File: config.mk
export PLATFORM = sky130hd
export DESIGN_NAME = input_debouncer
export DESIGN_NICKNAME = d
export VERILOG_FILES = /design/src/rtl/input_debouncer.sv
export SDC_FILE = /design/constraint.sdc
export NUM_CORES = 1
export LEC_CHECK = 0
export ABC_AREA = 0
export ABC_CLOCK_PERIOD_IN_PS = 2100
export CAP_MARGIN = 30
export CORE_MARGIN = 4
export CORE_UTILIZATION = 40
export CTS_BUF_LIST = sky130_fd_sc_hd__clkbuf_4 sky130_fd_sc_hd__clkbuf_8
export DETAILED_ROUTE_END_ITERATION = 6
export REMOVE_ABC_BUFFERS = 1
export SLEW_MARGIN = 20
export SYNTH_ARGS = -nofsm -noshare
export SYNTH_HDL_FRONTEND = slang
export SYNTH_SLANG_ARGS = --single-unit
export TNS_END_PERCENT = 50
File: constraint.sdc
create_clock -name clk -period 2.1 [get_ports clk]
set_clock_uncertainty 0.2 [all_clocks]
set_input_delay 0.525 -clock clk [delete_from_list [all_inputs] [get_ports clk]]
set_output_delay 0.525 -clock clk [all_outputs]
set_load 0.005 [all_outputs]
File: src/rtl/input_debouncer.sv
// Synchronises a raw bouncy input and commits a level change only after
// DEBOUNCE_CYCLES consecutive agreeing samples; also emits edge pulses and a rise count.
`timescale 1ps/1ps
module input_debouncer #(
    parameter int SYNC_STAGES     = 2,
    parameter int DEBOUNCE_CYCLES = 4,
    parameter int CNT_W           = 8
) (
    input  logic             clk,
    input  logic             reset,
    input  logic             btn_raw,
    output logic             X,
    output logic             rise,
    output logic             fall,
    output logic [CNT_W-1:0] rise_count
);

    localparam int CNT_BITS = $clog2(DEBOUNCE_CYCLES + 1);
    localparam logic [CNT_BITS-1:0] CNT_LAST = CNT_BITS'(DEBOUNCE_CYCLES - 1);

    if (SYNC_STAGES < 2 || DEBOUNCE_CYCLES < 2) begin : g_bad_params
        $error("input_debouncer: SYNC_STAGES and DEBOUNCE_CYCLES must both be at least 2");
    end

    typedef enum logic [1:0] {
        S_LOW,
        S_RISE_WAIT,
        S_HIGH,
        S_FALL_WAIT
    } state_t;

    logic [SYNC_STAGES-1:0] sync_chain_q, sync_chain_d;
    logic                   sync_q;
    state_t                 state_q, state_d;
    logic [CNT_BITS-1:0]    cnt_q, cnt_d;
    logic                   x_q, x_d;
    logic                   rise_q, rise_d;
    logic                   fall_q, fall_d;
    logic [CNT_W-1:0]       rise_count_q, rise_count_d;

    assign sync_chain_d = {sync_chain_q[SYNC_STAGES-2:0], btn_raw};
    assign sync_q       = sync_chain_q[SYNC_STAGES-1];

    always_comb begin
        state_d      = state_q;
        cnt_d        = cnt_q;
        rise_d       = 1'b0;
        fall_d       = 1'b0;
        rise_count_d = rise_count_q;
        unique case (state_q)
            S_LOW: begin
                if (sync_q) begin
                    state_d = S_RISE_WAIT;
                    cnt_d   = CNT_BITS'(1);
                end else begin
                    cnt_d = '0;
                end
            end
            S_RISE_WAIT: begin
                // Any low sample throws away the partial qualification.
                if (!sync_q) begin
                    state_d = S_LOW;
                    cnt_d   = '0;
                end else if (cnt_q == CNT_LAST) begin
                    state_d      = S_HIGH;
                    cnt_d        = '0;
                    rise_d       = 1'b1;
                    rise_count_d = rise_count_q + CNT_W'(1);
                end else begin
                    cnt_d = cnt_q + CNT_BITS'(1);
                end
            end
            S_HIGH: begin
                if (!sync_q) begin
                    state_d = S_FALL_WAIT;
                    cnt_d   = CNT_BITS'(1);
                end else begin
                    cnt_d = '0;
                end
            end
            S_FALL_WAIT: begin
                if (sync_q) begin
                    state_d = S_HIGH;
                    cnt_d   = '0;
                end else if (cnt_q == CNT_LAST) begin
                    state_d = S_LOW;
                    cnt_d   = '0;
                    fall_d  = 1'b1;
                end else begin
                    cnt_d = cnt_q + CNT_BITS'(1);
                end
            end
            default: begin
                state_d = S_LOW;
                cnt_d   = '0;
            end
        endcase
        // X is a registered copy of the committed level, so it moves with the state.
        x_d = (state_d == S_HIGH) || (state_d == S_FALL_WAIT);
    end

    always_ff @(posedge clk) begin
        if (reset) begin
            sync_chain_q <= '0;
            state_q      <= S_LOW;
            cnt_q        <= '0;
            x_q          <= 1'b0;
            rise_q       <= 1'b0;
            fall_q       <= 1'b0;
            rise_count_q <= '0;
        end else begin
            sync_chain_q <= sync_chain_d;
            state_q      <= state_d;
            cnt_q        <= cnt_d;
            x_q          <= x_d;
            rise_q       <= rise_d;
            fall_q       <= fall_d;
            rise_count_q <= rise_count_d;
        end
    end

    assign X          = x_q;
    assign rise       = rise_q;
    assign fall       = fall_q;
    assign rise_count = rise_count_q;

endmodule

==> results.yml <==
min_path:
  min-delay-start: "sync_chain_q[0]"
  min_path_type: "flop to flop"
  hold_end: "sync_chain_q[1]"
  min_delay_path_depth: 1
critical_path:
  r2r_slack_ps: 310
  critical_path_buf_inv_count: 1
  critPathMaxFanout: 6
  path_class: "flop to primary output"
  r2r_start: "cnt_q[0]"
  rr_endpoint: "rise_count[7]"
  r2r_cells: 4
  cpPeakStageDelay_ps: 540
  critical_path_required_ps: 1370
  cp-start-kind: "flop"
  cp-end-kind: "primary output"
  cp_cell_sequence: "clkdlybuf4s50_1"
  critPathTopFamily: "buffers and inverters"
  arrival_ps: 1270
  crit_slowest_cell: "clkdlybuf4s50_1"
floorplan:
  dieArea_sq_mm: 0.00252
  start_util: 0.447
  ios: 14
  die_y_um: 50.2
  core_sq_mm: 0.00159
  die_w_um: 50.2
  row_count: 14
detailed_routing:
  drt_iter0_markers: 10
  ant_nets: 0
  finalWirelength_mm: 1.27
  vias: 558
  drc: 0
  detail_route.vias_per_cell: 5.03
  first_pass_iters: 4
  wl_per_cell_um: 11.5
clock_tree:
  clock_latency_ps: 290
  cts_max_level: 1
  post-cts-setup-buffers: 0
  clockRootBuffer: "clkbuf_4"
  cts.sinks: 17
  hold_buffers: 0
  clockBufferDepth: 2
  cts_tree: "built"
  cts_inserted_buffers: 3
  post_cts_resized: 0
  cts.clk_slew.worst_paths_ps: 100
synthesis:
  ys_seq_elements: 17
  yosysSeqAreaShare: 0.478
  yosysTopAreaCellShare: 0.478
  yosysTopAreaCell: "dfxtp_1"
  synth-warning-count: 0
  synth.area.top_cells: "dfxtp_1 48%, a21oi_1 5.6%, o31ai_1 5.3%"
  netlist_instances: 71
  syn_avg_cell_area_sq_um: 10.0
  syn_area_sq_um: 712
  ys_types: 26
cells_and_area:
  fin_area_sq_um: 896
  nets: 93
  final_common_cell: "dfxtp_1"
  layout_common_cells: "17 x dfxtp_1, 13 x clkdlybuf4s50_1, 8 x a21oi_1"
  diodes: 0
  drive_gt1_frac: 0.0920
  num-fill-cells: 154
  syn_to_final_growth_pct: 25.8
place:
  hpwlAfterDp_um: 931
  dpl_cell_area_sq_um: 868
  pre_cts_ws_ps: 321
  portBuffers: 13
  place_congestion: 0.709
timing:
  period_share: 0.949
  rsz0062_at_grt: "no"
  setup_violations: 0
  period_minus_slack_ps: 1990
  fmax_mhz: 502
  tns_ps: 0
  tightest_slew_ps: 293
  drv_slew: 0
  hold_violations: 0
  fin_ws_ps: 108
  relSlewSlack: 0.803
global_route:
  grt_pass1_vias: 504
  grt_antenna_before_repair: 0
  grt_pass1_wl_mm: 2.14
  grt_max_degree: 20
  track_usage: 0.111
  grt_overflow: 0
job:
  drv_cap: 0
status:
  status: "complete, no violations"
pwr:
  peakVddDrop_uv: 410
  power_leakage_nw: 0.365
  p_per_area_mw_per_mm2: 575
-- how the worst max path moves through the flow --
stage                   from             to  slack [ps]  cells after the start
6_report       rise_count[4]  rise_count[4]         110                      1
5_1_grt        rise_count[2]  rise_count[2]          40                      1
4_1_cts        rise_count[0]  rise_count[0]         100                      1
3_5_place_dp        cnt_q[0]  rise_count[7]         320                      4
3_3_place_gp           reset       cnt_q[1]         350                      3
2_1_floorplan       cnt_q[0]  rise_count[7]         470                      4
-- metrics by stage --
stage / instances / hold slack, ps / util / total power, mW
4_1_cts: 111 / 262 / 0.562 / 0.524
5_1_grt: 111 / 284 / 0.562 / 0.539
3_5_place_dp: 107 / 240 / 0.545 / 0.350
2_1_floorplan: 68 / 214 / - / 0.338
3_3_place_gp: 107 / 221 / 0.545 / 0.350
6_report: 111 / 257 / 0.562 / 0.515
-- final cells by class --
type                       count  area [sq um]  area share
multi-input combinational     48           342       0.381
timing repair buffer          15           145       0.162
inverter                       3          11.3      0.0126
clock inverter                 1          5.00     0.00559
clock buffer                   3          22.5      0.0251
tap                           24          30.0      0.0335
sequential                    17           340       0.380
-- synthesized netlist by cell type --
library cell,number
and4_1,1
and4b_1,1
clkbuf_1,2
or3_1,2
or2b_1,1
nor4_1,1
o31ai_1,5
and2_1,1
nand4b_2,1
ha_1,2
nand3b_4,1
mux2i_1,1
nand3_1,3
mux2_1,1
o21ai_0,2
nor2b_1,3
a21oi_1,8
nor2_1,2
nand2b_1,3
buf_6,1
or4_1,5
a21boi_0,1
inv_1,3
nand4_1,1
dfxtp_1,17
nor3_1,2
-- logic make-up after synthesis --
logic type | synth area share
and+or+nand+nor | 0.281
DFF | 0.478
adders and majority gates | 0.0351
buffers and inverters | 0.0422
muxes | 0.0299
AOI/OAI and AO/OA | 0.134
-- registers in the layout, indices dropped and copies added, names as in the netlist --
signal,flops
fall,1
cnt_q,3
sync_chain_q,2
rise_count,8
state_q,2
rise,1
-- metal layers --
| metal | share of wire | vias up | GRT usage |
|---|---|---|---|
| met1 | 0.54 | 248 | 0.148 |
| met2 | 0.39 | 12 | 0.150 |
| met4 | 0.0047 | 0 | 0.0415 |
| li1 | - | 296 | - |
| met3 | 0.065 | 2 | 0.0562 |
| met5 | 0 | - | 0 |
-- where the power goes --
group,total [mW],internal [mW],switching (mW)
combinational,0.0157,0.00790,0.00783
clock,0.173,0.0709,0.102
sequential,0.327,0.325,0.00187
total,0.515,0.404,0.111
Power figures use the tool's default switching activity.
